File: config.mk
export PLATFORM = sky130hd
export DESIGN_NAME = wt_mem_arbiter
export DESIGN_NICKNAME = d
export VERILOG_FILES = /design/src/rtl/wt_cache_pkg.sv /design/src/rtl/wt_arb_pick.sv /design/src/rtl/wt_mem_arbiter.sv
export SDC_FILE = /design/constraint.sdc
export NUM_CORES = 1
export LEC_CHECK = 0
export ABC_CLOCK_PERIOD_IN_PS = 3000
export CAP_MARGIN = 20
export CORE_AREA = 2 2 335 337
export DETAILED_ROUTE_END_ITERATION = 12
export DIE_AREA = 0 0 337 339
export PLACE_DENSITY = 0.33
export SYNTH_ARGS = -nofsm -noshare
export SYNTH_HDL_FRONTEND = slang
export SYNTH_SLANG_ARGS = --single-unit
File: constraint.sdc
create_clock -name clk_i -period 3 [get_ports clk_i]
set_input_delay 0.3 -clock clk_i [delete_from_list [all_inputs] [get_ports clk_i]]
set_output_delay 0.3 -clock clk_i [all_outputs]
set_load 0.05 [all_outputs]
File: src/rtl/wt_cache_pkg.sv
// Shared cache-subsystem types: arbitration mode and helpers that pack and
// unpack the {port index, local tid} memory transaction ID.
package wt_cache_pkg;

    typedef enum logic {
        ARB_RR    = 1'b0,
        ARB_FIXED = 1'b1
    } arb_mode_e;

    function automatic logic [31:0] pack_tid(input logic [31:0] idx,
                                             input logic [31:0] tid,
                                             input int          tid_w);
        return (idx << tid_w) | tid;
    endfunction

    function automatic logic [31:0] unpack_idx(input logic [31:0] full,
                                               input int          tid_w);
        return full >> tid_w;
    endfunction

endpackage

File: src/rtl/wt_arb_pick.sv
// Combinational N-way picker: round-robin from a start pointer, or fixed
// priority with the lowest index winning.
module wt_arb_pick
    import wt_cache_pkg::*;
#(
    parameter int N    = 3,
    parameter int IdxW = 2
) (
    input  logic [N-1:0]    elig,
    input  logic [IdxW-1:0] start,
    input  arb_mode_e       mode,
    output logic [N-1:0]    gnt,
    output logic [IdxW-1:0] gnt_idx
);

    int   pos;
    logic found;

    always_comb begin
        gnt     = '0;
        gnt_idx = '0;
        found   = 1'b0;
        pos     = 0;
        for (int k = 0; k < N; k++) begin
            pos = (mode == ARB_FIXED) ? k : (int'(start) + k) % N;
            if (!found && elig[pos]) begin
                found    = 1'b1;
                gnt[pos] = 1'b1;
                gnt_idx  = IdxW'(pos);
            end
        end
    end

endmodule

File: src/rtl/wt_mem_arbiter.sv
// N-port memory arbiter: one-entry output register, per-port credit
// counters and zero-latency return routing by the port index in the ID.
module wt_mem_arbiter
    import wt_cache_pkg::*;
#(
    parameter int NumPorts       = 3,
    parameter int ReqWidth       = 128,
    parameter int RtrnWidth      = 160,
    parameter int TidWidth       = 2,
    parameter int MaxOutstanding = 4,
    parameter int PrioMode       = 0,
    parameter int PortIdxW       = $clog2(NumPorts)
) (
    input  logic                           clk_i,
    input  logic                           rst_i,
    input  logic [NumPorts-1:0]            port_req_i,
    output logic [NumPorts-1:0]            port_ack_o,
    input  logic [NumPorts*ReqWidth-1:0]   port_data_i,
    input  logic [NumPorts*TidWidth-1:0]   port_tid_i,
    output logic [NumPorts-1:0]            port_rtrn_vld_o,
    output logic [RtrnWidth-1:0]           port_rtrn_o,
    output logic [TidWidth-1:0]            port_rtrn_tid_o,
    output logic                           mem_req_o,
    input  logic                           mem_ack_i,
    output logic [ReqWidth-1:0]            mem_data_o,
    output logic [PortIdxW+TidWidth-1:0]   mem_tid_o,
    input  logic                           mem_rtrn_vld_i,
    input  logic [RtrnWidth-1:0]           mem_rtrn_i,
    input  logic [PortIdxW+TidWidth-1:0]   mem_rtrn_tid_i,
    output logic                           busy_o,
    output logic                           err_o
);

    localparam int CntW    = $clog2(MaxOutstanding + 1);
    localparam int MemTidW = PortIdxW + TidWidth;

    logic [ReqWidth-1:0] data_arr [NumPorts];
    logic [TidWidth-1:0] tid_arr  [NumPorts];
    logic [CntW-1:0]     cnt      [NumPorts];
    logic [CntW-1:0]     cnt_nxt  [NumPorts];

    logic                reg_vld;
    logic [ReqWidth-1:0] reg_data;
    logic [MemTidW-1:0]  reg_tid;
    logic [PortIdxW-1:0] last_grant, rr_start, gnt_idx, rtrn_idx;
    logic [NumPorts-1:0] elig, gnt;
    logic                reg_free, grant, idx_ok;
    logic [MemTidW-1:0]  gnt_tid;
    logic [31-MemTidW:0] unused_tid_hi;
    logic [31-PortIdxW:0] unused_idx_hi;
    arb_mode_e           mode;

    for (genvar g = 0; g < NumPorts; g++) begin : g_split
        assign data_arr[g] = port_data_i[g*ReqWidth +: ReqWidth];
        assign tid_arr[g]  = port_tid_i[g*TidWidth +: TidWidth];
    end

    assign mode     = (PrioMode != 0) ? ARB_FIXED : ARB_RR;
    assign rr_start = (last_grant == PortIdxW'(NumPorts - 1)) ? '0 : last_grant + 1'b1;

    always_comb begin
        elig = '0;
        for (int p = 0; p < NumPorts; p++)
            elig[p] = port_req_i[p] && (cnt[p] < CntW'(MaxOutstanding));
    end

    wt_arb_pick #(.N(NumPorts), .IdxW(PortIdxW)) u_pick (
        .elig    (elig),
        .start   (rr_start),
        .mode    (mode),
        .gnt     (gnt),
        .gnt_idx (gnt_idx)
    );

    // The register accepts a new entry in the same cycle it is drained.
    assign reg_free   = !reg_vld || mem_ack_i;
    assign grant      = reg_free && (|elig);
    assign port_ack_o = grant ? gnt : '0;

    assign {unused_tid_hi, gnt_tid} = pack_tid(32'(gnt_idx), 32'(tid_arr[gnt_idx]), TidWidth);
    assign {unused_idx_hi, rtrn_idx} = unpack_idx(32'(mem_rtrn_tid_i), TidWidth);
    assign idx_ok = 32'(rtrn_idx) < 32'(NumPorts);

    always_comb begin
        port_rtrn_vld_o = '0;
        err_o           = 1'b0;
        if (mem_rtrn_vld_i) begin
            if (!idx_ok) begin
                err_o = 1'b1;
            end else begin
                port_rtrn_vld_o[rtrn_idx] = 1'b1;
                err_o = (cnt[rtrn_idx] == '0);
            end
        end
    end

    assign port_rtrn_o     = mem_rtrn_i;
    assign port_rtrn_tid_o = mem_rtrn_tid_i[TidWidth-1:0];
    assign mem_req_o       = reg_vld;
    assign mem_data_o      = reg_data;
    assign mem_tid_o       = reg_tid;

    // A return to a port whose count is already zero does not decrement.
    always_comb begin
        busy_o = reg_vld;
        for (int p = 0; p < NumPorts; p++) begin
            cnt_nxt[p] = cnt[p];
            if (port_ack_o[p] && !(port_rtrn_vld_o[p] && cnt[p] != '0))
                cnt_nxt[p] = cnt[p] + 1'b1;
            else if (!port_ack_o[p] && port_rtrn_vld_o[p] && cnt[p] != '0)
                cnt_nxt[p] = cnt[p] - 1'b1;
            if (cnt[p] != '0)
                busy_o = 1'b1;
        end
    end

    always_ff @(posedge clk_i) begin
        if (rst_i) begin
            reg_vld    <= 1'b0;
            reg_data   <= '0;
            reg_tid    <= '0;
            last_grant <= PortIdxW'(NumPorts - 1);
            for (int p = 0; p < NumPorts; p++)
                cnt[p] <= '0;
        end else begin
            if (grant) begin
                reg_vld    <= 1'b1;
                reg_data   <= data_arr[gnt_idx];
                reg_tid    <= gnt_tid;
                last_grant <= gnt_idx;
            end else if (mem_ack_i) begin
                reg_vld <= 1'b0;
            end
            for (int p = 0; p < NumPorts; p++)
                cnt[p] <= cnt_nxt[p];
        end
    end

endmodule

Word-level counts from Yosys, hierarchy flattened
Memory sizes are Yosys's and may differ from the RTL's.
Cells that the tools add are included.
{"block": "totals", "regBits": 135, "latch_bits": 0, "ram_bits": 9, "mem_bits_ro": 0, "out_inout_bits": 303, "mem_count": 1}
{"block": "op_classes", "add_sub_neg": 9, "n_mul": 0, "div": 3, "magnitude_cmp": 13, "n_eq_ne": 1, "shifts": 0, "n_mux": 54, "n_bitwise": 7, "reduce_logical": 38}
{"memory": "cnt", "words": 3, "word_bits": 3, "read_ports": 4, "rd_ports_with_merged_regs": 0, "wr": 3, "line_no": "wt_mem_arbiter.sv:39", "rtl": "logic [CntW-1:0] cnt [NumPorts];"}
{"cell": "binary-select mux 128 bit (select 2 bit)", "count": 1}
{"cell": "two-way mux 128 bit", "count": 2}
{"cell": ">= comparator 32 x 1 -> 1 bit, second input constant", "count": 3}
{"cell": "< comparator 32 x 4 -> 1 bit, second input constant", "count": 3}
{"cell": "remainder unit 32 x 3 -> 32 bit, second input constant", "count": 2}
{"cell": "two-way mux 3 bit", "count": 15}
{"cell": "remainder unit 3 x 3 -> 32 bit, second input constant", "count": 1}
{"cell": "logical AND 1 bit", "count": 22}
{"cell": "two-way mux 1 bit", "count": 22}
{"cell": "two-way mux 2 bit", "count": 6}
{"cell": "adder 3 x 1 -> 3 bit, second input constant", "count": 3}
{"cell": "logical NOT 1 bit", "count": 9}
{"cell": "< comparator 3 bit, second input constant", "count": 3}
{"cell": "nonzero test 3 bit", "count": 3}
{"cell": "subtractor 3 x 1 -> 3 bit, second input constant", "count": 3}
{"cell": "demux 1 bit (select 2 bit)", "count": 4}
{"cell": "binary-select mux 1 bit (select 2 bit)", "count": 3}
{"cell": "OR 3 bit", "count": 2}
{"cell": "binary-select mux 2 bit (select 2 bit)", "count": 1}
{"cell": "OR 4 x 2 -> 4 bit", "count": 1}
{"cell": "adder 2 x 1 -> 3 bit, second input constant", "count": 1}
{"cell": "adder 2 x 2 -> 3 bit, second input constant", "count": 1}
{"cell": ">= comparator 3 bit, second input constant", "count": 1}
{"cell": "logical NOT 3 bit", "count": 1}
{"cell": "10 further kinds", "count": 12}

Longest topological paths before layout
Gate-level depths: netlist (run 1).
{"block": "logic_depth", "depth_word": 20, "mapped_depth": 16}

By module
A second synthesis (run 1) with hierarchy kept.
{"block": "hier_totals", "cells_unflattened": 1200, "hier_area_um2": 9526.6}
{"mod": "wt_mem_arbiter", "n_inst": 1, "cells_each": 1138, "area_per_inst_um2": 9057.4, "seq_area_each_um2": 2862.7}
{"mod": "wt_arb_pick", "n_inst": 1, "cells_each": 62, "area_per_inst_um2": 469.2, "seq_area_each_um2": 0.0}

Least setup slack after synthesis (run 1)
Ideal clock, no wire load.
{"block": "synth_timing", "kind": "register -> register", "start": "reg mem_tid_o[2] (netlist name)", "end": "mem cnt[0][2] (netlist name)", "setup_ns": 0.132, "arrival_time_ns": 3.770, "path_slack_ns": -0.902, "path_stages_with_launch": 14, "synth_period_minus_slack_ns": 3.902, "cell_sequence": "dfxtp_1 clkbuf_1 nand2_1 ha_1 nor3b_1 o2111ai_1 a21oi_1 nand2_1 fa_1 inv_1 a2111oi_0 a221o_1 nor3_1 nor3_2"}
{"item": "end, declared", "line_no": "wt_mem_arbiter.sv:39"}

==> results.sh, run 1 <==
export IMPL_timing_final_ws_setup_ns=0.213
export IMPL_tritoncts="done"
export IMPL_port_buffers=539
export IMPL_hpwlAfterDp_mm=36.6
export IMPL_clk_path_buf_depth=2
export IMPL_cp_startpoint="last_grant[1]$_SDFFE_PP1P_"
export IMPL_grt_pass1_vias=9574
export IMPL_worstPathMaxFanout=6
export IMPL_pin_count=864
export IMPL_yosysUniqueCellTypes=56
export IMPL_finalSetupViolCount=0
export IMPL_antenna_found_initial=6
export IMPL_drv_cap=0
export IMPL_hold_viol=0
export IMPL_root_buffer="clkbuf_16"
export IMPL_worstReg2RegEnd="cnt[0][2]$_SDFFE_PP0P_"
export IMPL_final_setup_tns_ns=0
export IMPL_synth_nets=1583
export IMPL_status="completed"
export IMPL_syn_inst=1018
export IMPL_r2r_cells=13
export IMPL_initial_core_util_pct=8.05
export IMPL_peakVddDrop_mv=0.437
export IMPL_skew_ns=0.0153
export IMPL_r2r_slack_ns=0.21
export IMPL_postCtsSetupBuffers=0
export IMPL_fin_cells=2918
export IMPL_drtAntennaViolNets=0
export IMPL_drive_above_1_share_pct=9.73
export IMPL_nNetsFinal=1980
export IMPL_postSynth_asyncResetShare_pct=0
export IMPL_firstDrtPassIters=6
export IMPL_maxSlewViolCount=0
export IMPL_syn_cell_area_sq_um=8880
export IMPL_startpoint_type="flop"
export IMPL_post_route_min_period_ns=2.79
export IMPL_die_x_um=337
export IMPL_synth_flop_cell="dfxtp_1"
export IMPL_drtIter0Drc=184
export IMPL_drt_total_wl_mm=44.8
export IMPL_powerDensity_nw_per_um2=623
export IMPL_totalPowerFinal_uw=9940
export IMPL_remaining_drc_errors=0
export IMPL_dp_cells=2884
export IMPL_grt_total_usage_pct=7.52
export IMPL_coreArea_sq_um=110000
export IMPL_min_period_over_period_pct=92.9
export IMPL_worstHoldPathType="reg -> reg"
export IMPL_syn2layout_area_growth_pct=79.7
export IMPL_endpoint_kind="flop"
export IMPL_die_area_sq_um=114000
export IMPL_fmax_mhz=359
export IMPL_final_cell_mix="534 x clkdlybuf4s50_1, 141 x dfxtp_1, 134 x mux2i_1, 108 x o21ai_0, 80 x nand2_1"
export IMPL_clk_pin_slew_worst_paths_ns=0.08
export IMPL_h_tree_depth=4
export IMPL_synth_edf_count=0
export IMPL_seq_area_frac_synth_pct=32.2
export IMPL_vias_per_cell=3.02
export IMPL_reg2reg_from="last_grant[1]$_SDFFE_PP1P_"
export IMPL_path_class="reg -> reg"
export IMPL_ys_ff_latch=143
export IMPL_cp_data_arrival_time_ns=3.21
export IMPL_grt_pass1_wl_mm=61.5
export IMPL_pre_cts_ws_ns=-0.101
export IMPL_worstSetupEndpoint="cnt[0][2]$_SDFFE_PP0P_"
export IMPL_layout_commonest_cell="clkdlybuf4s50_1"
export IMPL_vias=8814
export IMPL_leakage_uw=0.00622
export IMPL_relSlewSlack_pct=55.3
export IMPL_fp_dieH_um=339
export IMPL_cts_sinks=143
export IMPL_place_congestion=0.755
export IMPL_avgSynthCellArea_sq_um=8.73
export IMPL_cp_required_ns=3.43
export IMPL_row_count=122
export IMPL_drt_wirelength_per_cell_um=15.3
export IMPL_grt_max_degree=74
export IMPL_grt_remaining_overflow=0
export IMPL_numCtsBuffers=17
export IMPL_clk_latency_ns=0.49
export IMPL_worstMarginPinSlew_ns=0.669
export IMPL_yosys_warnings=0
export IMPL_rsz0062_at_grt="false"
[synth_stat cells, types with 3 or more instances]
| cell type | instances | area [sq um] |
|---|---|---|
| a21o_1 | 60 | 450 |
| a21oi_1 | 63 | 315 |
| a22o_1 | 71 | 622 |
| and2_1 | 3 | 18.8 |
| and3b_1 | 3 | 26.3 |
| buf_1 | 4 | 15.0 |
| buf_2 | 19 | 95.1 |
| buf_4 | 175 | 1310 |
| buf_6 | 4 | 45.0 |
| clkbuf_1 | 37 | 139 |
| dfxtp_1 | 143 | 2860 |
| fa_1 | 3 | 60.1 |
| inv_1 | 6 | 22.5 |
| mux2i_1 | 134 | 1340 |
| nand2_1 | 80 | 300 |
| nand2b_1 | 4 | 25.0 |
| nand3b_1 | 5 | 37.5 |
| nor2_1 | 13 | 48.8 |
| nor2b_1 | 3 | 18.8 |
| nor3_1 | 6 | 30.0 |
| nor3b_1 | 3 | 22.5 |
| o21ai_0 | 108 | 541 |
| o21ai_1 | 27 | 135 |
[flip-flops by register name, indices dropped and copies added, names as in the netlist]
signal / count
last_grant: 1
cnt: 9
mem_tid_o: 4
mem_data_o: 128
mem_req_o: 1
[report_power, final]
group,switching (uW),total [uW],internal [uW]
combinational,2950,5120,2170
sequential,231,2520,2290
clock,1020,2300,1270
total,4210,9940,5730
[layout make-up]
| cell class | count | area (sq um) |
|---|---|---|
| Antenna cell | 2 | 5.00 |
| Clock buffer | 20 | 457 |
| Clock inverter | 12 | 133 |
| Fill cell | 12600 | 94400 |
| Inverter | 6 | 22.5 |
| Multi-Input combinational cell | 630 | 4480 |
| Sequential cell | 143 | 2870 |
| Tap cell | 1488 | 1860 |
| Timing Repair Buffer | 617 | 6130 |
[per-stage QoR]
stage / utilization (%) / area (sq um) / hold WS, ns
6_report: 14.5 / 16000 / 0.451
5_1_grt: 14.5 / 16000 / 0.463
4_1_cts: 14.5 / 15900 / 0.441
3_5_place_dp: 13.9 / 15400 / 0.439
3_3_place_gp: 13.9 / 15400 / 0.435
2_1_floorplan: - / 8940 / 0.376
[layer usage]
metal,GRT usage (%),routed length (um),up-vias
met5,0,7,-
met4,5.62,2830,2
met3,3.21,4680,111
met2,12.9,21200,503
met1,7.13,16000,3923
li1,-,-,4275
[worst min path at each step]
stage / cells after the start / slack, ns / end / startpoint
3_3_place_gp: 1 / 0.43 / mem_data_o[110]$_SDFFE_PP0P_ / mem_data_o[110]$_SDFFE_PP0P_
6_report: 1 / 0.45 / mem_data_o[60]$_SDFFE_PP0P_ / mem_data_o[60]$_SDFFE_PP0P_
2_1_floorplan: 1 / 0.38 / cnt[2][2]$_SDFFE_PP0P_ / rst_i
5_1_grt: 1 / 0.46 / mem_data_o[9]$_SDFFE_PP0P_ / mem_data_o[9]$_SDFFE_PP0P_
3_5_place_dp: 1 / 0.44 / mem_data_o[9]$_SDFFE_PP0P_ / mem_data_o[9]$_SDFFE_PP0P_
4_1_cts: 4 / 0.44 / mem_data_o[85]$_SDFFE_PP0P_ / port_data_i[341]
[cells by family after synthesis]
family | after synthesis | share of synthesized area (%)
compound gates | 351 | 25.4
buf+inv | 245 | 18.4
flops | 143 | 32.2
simple gates | 137 | 7.69
mux | 134 | 15.1
xor+xnor | 4 | 0.394
fa+ha+maj | 4 | 0.817
[worst max-delay path, cell delays in order (launching register included)]
cell       delay (ns)
dfxtp_2          0.35
nor2_2           0.12
inv_1            0.08
ha_4             0.32
and3b_2          0.24
o2111ai_4        0.15
a21oi_4          0.15
nand2_1          0.08
fa_1             0.41
inv_2            0.09
a2111oi_1        0.05
a221o_1          0.38
o21a_1           0.21
nor3_2           0.09
[what timing repair did]
item / 4_1_cts / 5_1_grt
hold buffers: 0 / 0
resized for setup: 1 / 5
endpoints found under the setup margin: 1 / 3
pin swaps: 0 / 1
(Power assumes the default switching activity.)
==> inputs of run 2 (changes only) <==
Settings changed: MAX_ROUTING_LAYER set to met4, TNS_END_PERCENT set to 10.
==> results.sh, run 2 (synthesis results as in run 1) <==
export IMPL_die_x_um=337
export IMPL_timing_final_ws_setup_ns=0.211
export IMPL_row_count=122
export IMPL_die_area_sq_um=114000
export IMPL_cp_data_arrival_time_ns=3.22
export IMPL_worstHoldPathType="reg -> reg"
export IMPL_grt_total_usage_pct=7.75
export IMPL_largest_reg_flops=128
export IMPL_drt_total_wl_mm=44.8
export IMPL_peakVddDrop_mv=0.438
export IMPL_drt_wirelength_per_cell_um=15.3
export IMPL_leakage_uw=0.00622
export IMPL_status="completed"
export IMPL_numCtsBuffers=17
export IMPL_startpoint_type="flop"
export IMPL_port_buffers=539
export IMPL_relSlewSlack_pct=55.4
export IMPL_drtIter0Drc=191
export IMPL_cts_sinks=143
export IMPL_coreArea_sq_um=110000
export IMPL_remaining_drc_errors=0
export IMPL_worstPathMaxFanout=6
export IMPL_root_buffer="clkbuf_16"
export IMPL_drv_cap=0
export IMPL_postCtsSetupBuffers=0
export IMPL_clk_path_buf_depth=2
export IMPL_grt_remaining_overflow=0
export IMPL_path_class="reg -> reg"
export IMPL_hold_viol=0
export IMPL_cp_required_ns=3.43
export IMPL_layout_commonest_cell="clkdlybuf4s50_1"
export IMPL_pre_cts_ws_ns=-0.101
export IMPL_fmax_mhz=359
export IMPL_final_util_pct=14.5
export IMPL_fillers=12600
export IMPL_hold_buffers=0
export IMPL_grt_pass1_vias=9590
export IMPL_vias_per_cell=3.02
export IMPL_post_route_min_period_ns=2.79
export IMPL_clk_pin_slew_worst_paths_ns=0.08
export IMPL_hpwlAfterDp_mm=36.6
export IMPL_final_cell_mix="534 x clkdlybuf4s50_1, 141 x dfxtp_1, 134 x mux2i_1, 108 x o21ai_0, 80 x nand2_1"
export IMPL_cpMaxStageDelayCell="fa_1"
export IMPL_grt_pass1_wl_mm=61.4
export IMPL_antenna_found_initial=6
export IMPL_vias=8829
export IMPL_syn2layout_area_growth_pct=79.7
export IMPL_min_period_over_period_pct=93.0
export IMPL_powerDensity_nw_per_um2=623
export IMPL_crit_chain="nor2_2 > inv_1 > ha_4 > and3b_2 > o2111ai_4 > a21oi_4 > nand2_1 > fa_1 > inv_2 > a2111oi_1 > a221o_1 > o21a_1 > nor3_2"
export IMPL_tritoncts="done"
export IMPL_nNetsFinal=1980
export IMPL_maxSlewViolCount=0
export IMPL_grt_max_degree=74
export IMPL_h_tree_depth=4
export IMPL_firstDrtPassIters=4
export IMPL_rsz0062_at_grt="false"
export IMPL_drive_above_1_share_pct=9.73
export IMPL_endpoint_kind="flop"
export IMPL_clk_latency_ns=0.49
export IMPL_initial_core_util_pct=8.05
export IMPL_skew_ns=0.0143
export IMPL_drtAntennaViolNets=0
export IMPL_pin_count=864
export IMPL_place_congestion=0.765
export IMPL_fp_dieH_um=339
export IMPL_finalSetupViolCount=0
export IMPL_worstMarginPinSlew_ns=0.666
export IMPL_cpPeakStageDelay_ns=0.41
[run 2: worst max-delay path: cells and delay by family (launching register included)]
| family | cells | cell delay, ns |
|---|---|---|
| compound gates | 5 | 0.94 |
| fa+ha+maj | 2 | 0.73 |
| simple gates | 4 | 0.53 |
| flops | 1 | 0.35 |
| buf+inv | 2 | 0.17 |
[run 2: per-layer routing]
metal  wire [um]  GRT usage, %  vias to the layer above
met3        4580          3.14                      116
met1       16100          7.16                     3930
li1            -             -                     4277
met2       21300          12.9                      506
met4        2810          5.62                        0
met5           0             -                        -
[run 2: path summary, 6_finish.rpt]
kind	startpoint	end	slack (ns)	cells after the start
max reg2reg	last_grant[1]$_SDFFE_PP1P_	cnt[0][2]$_SDFFE_PP0P_	0.21	13
min reg2reg	mem_data_o[60]$_SDFFE_PP0P_	mem_data_o[60]$_SDFFE_PP0P_	0.45	1
max	last_grant[1]$_SDFFE_PP1P_	cnt[0][2]$_SDFFE_PP0P_	0.21	13
min	mem_data_o[60]$_SDFFE_PP0P_	mem_data_o[60]$_SDFFE_PP0P_	0.45	1
[run 2: what timing repair did]
item | CTS | global route
setup endpoints to repair | 1 | 3
hold endpoints to repair | 0 | 0
pin swaps | 0 | 1
resized for setup | 1 | 5
[run 2: per-stage QoR]
step	TNS, ns	total power, uW	area, sq um	instances	hold WS (ns)
finish	0	9940	16000	2919	0.451
floorplan	-0.0972	6100	8940	1018	0.376
CTS	0	10200	15900	2916	0.441
global placement	-0.0979	7780	15400	2884	0.435
detailed placement	-0.138	7780	15400	2884	0.439
global route	0	10600	16000	2919	0.463
[run 2: report_power, final]
group	internal [uW]	switching, uW
clock	1270	1020
combinational	2170	2950
sequential	2290	233
[run 2: final cells by class]
class	instances	area [sq um]	share of cell area (%)
Timing Repair Buffer	617	6130	38.4
Multi-Input combinational cell	630	4480	28.1
Sequential cell	143	2870	17.9
Tap cell	1488	1860	11.7
Clock buffer	20	457	2.86
Clock inverter	12	133	0.831
Inverter	6	22.5	0.141
Antenna cell	3	7.51	0.0470
==> inputs of run 3 (changes only) <==
Settings changed: CORE_AREA 2 2 335 337 to 5 5 338 340, DIE_AREA 0 0 337 339 to 0 0 343 345.
==> results.sh, run 3 (synthesis results as in run 1) <==
export IMPL_status="completed"
export IMPL_hold_viol=0
export IMPL_hpwlAfterDp_mm=38.7
export IMPL_min_period_over_period_pct=94.5
export IMPL_rsz0062_at_grt="false"
export IMPL_placed_cell_area_sq_um=15300
export IMPL_dp_cells=2880
export IMPL_worstMarginPinSlew_ns=0.813
export IMPL_drt_total_wl_mm=47.3
export IMPL_worstHoldPathType="reg -> reg"
export IMPL_largest_reg_flops=128
export IMPL_grt_pass1_wl_mm=64.8
export IMPL_clk_path_buf_depth=2
export IMPL_powerDensity_nw_per_um2=639
export IMPL_antenna_found_initial=4
export IMPL_timing_final_ws_setup_ns=0.166
export IMPL_endpoint_kind="output pin"
export IMPL_cts_sinks=143
export IMPL_clk_latency_ns=0.49
export IMPL_die_area_sq_um=118000
export IMPL_peakVddDrop_mv=0.390
export IMPL_drv_cap=0
export IMPL_worstPathMaxFanout=5
export IMPL_syn2layout_area_growth_pct=79.9
export IMPL_numCtsBuffers=17
export IMPL_fp_dieH_um=345
export IMPL_seq_area_sq_um=2860
export IMPL_layout_commonest_cell="clkdlybuf4s50_1"
export IMPL_root_buffer="clkbuf_16"
export IMPL_post_route_min_period_ns=2.83
export IMPL_clk_pin_slew_worst_paths_ns=0.08
export IMPL_grt_pass1_vias=9325
export IMPL_die_x_um=343
export IMPL_coreArea_sq_um=111000
export IMPL_port_buffers=539
export IMPL_grt_total_usage_pct=7.83
export IMPL_grt_remaining_overflow=0
export IMPL_vias=8791
export IMPL_pin_count=864
export IMPL_drt_wirelength_per_cell_um=16.2
export IMPL_h_tree_depth=4
export IMPL_remaining_drc_errors=0
export IMPL_final_cell_mix="534 x clkdlybuf4s50_1, 142 x dfxtp_1, 134 x mux2i_1, 108 x o21ai_0, 80 x nand2_1"
export IMPL_nNetsFinal=1964
export IMPL_grt_max_degree=90
export IMPL_leakage_uw=0.00619
export IMPL_drtAntennaViolNets=0
export IMPL_vias_per_cell=3.02
export IMPL_finalSetupViolCount=0
export IMPL_relSlewSlack_pct=45.8
export IMPL_fmax_mhz=353
export IMPL_fillers=12600
export IMPL_fin_cells=2913
export IMPL_pre_cts_ws_ns=-0.0766
export IMPL_firstDrtPassIters=4
export IMPL_maxSlewViolCount=0
export IMPL_fin_hold_ws_ns=0.450
export IMPL_place_congestion=0.870
export IMPL_startpoint_type="flop"
export IMPL_drtIter0Drc=233
export IMPL_postCtsSetupBuffers=0
export IMPL_row_count=123
export IMPL_drive_above_1_share_pct=8.64
export IMPL_cp_data_arrival_time_ns=2.53
export IMPL_path_class="reg -> out"
export IMPL_tritoncts="done"
export IMPL_multi_input_area_sq_um=4480
export IMPL_final_cell_area_sq_um=16000
export IMPL_skew_ns=0.0189
export IMPL_initial_core_util_pct=7.98
export IMPL_r2r_slack_ns=0.18
export IMPL_cp_required_ns=2.70
-- run 3: final cells by class --
cell class / count / share of cell area (%)
flip-flops and latches: 143 / 17.9
inverters: 6 / 0.141
repair buffers: 601 / 37.8
clock buffers: 18 / 2.75
clock inverters: 14 / 1.56
well taps: 1500 / 11.7
diodes: 1 / 0.0157
multi-input cells: 630 / 28.1
-- run 3: metal layers --
layer	global-route usage, %	up-vias	part of all wire, %
li1	-	4243	-
met1	7.29	3937	35
met2	13.4	497	49
met3	3.72	114	12
met4	4.08	0	4.3
met5	-	-	0
-- run 3: timing repair --
action                     4_1_cts  5_1_grt
setup endpoints to repair        1       26
gates resized for setup          1        3
hold buffers                     0        0
-- run 3: metrics by stage --
step                      total power [uW]  utilization (%)  setup TNS [ns]
after floorplan                       6100                -         -0.0972
after global placement                7750             13.7          -0.131
after detailed placement              7720             13.7          -0.134
after CTS                            10500             14.4               0
after global routing                 10900             14.4               0
final                                10200             14.4               0
-- run 3: worst paths after layout --
kind                                             startpoint                           to  cells past startpoint
worst max-delay path                 cnt[0][2]$_SDFFE_PP0P_                        err_o                      5
worst min-delay path            mem_data_o[71]$_SDFFE_PP0P_  mem_data_o[71]$_SDFFE_PP0P_                      1
worst max register to register    mem_tid_o[2]$_SDFFE_PP0P_       cnt[0][2]$_SDFFE_PP0P_                     12
worst min register to register  mem_data_o[71]$_SDFFE_PP0P_  mem_data_o[71]$_SDFFE_PP0P_                      1
-- run 3: critical path, stage by stage, from the launching register on --
cell             delay (ns)
dfxtp_1                0.36
buf_4                  0.17
or3_4                  0.41
mux2i_1                0.15
o211a_1                0.15
clkdlybuf4s50_1        0.81
-- run 3: report_power, final --
part	switching [uW]	leakage (uW)	internal [uW]
registers	240	0.00118	2290
clock network	1050	0.000333	1600
logic	2920	0.00467	2120
total	4210	0.00619	6010
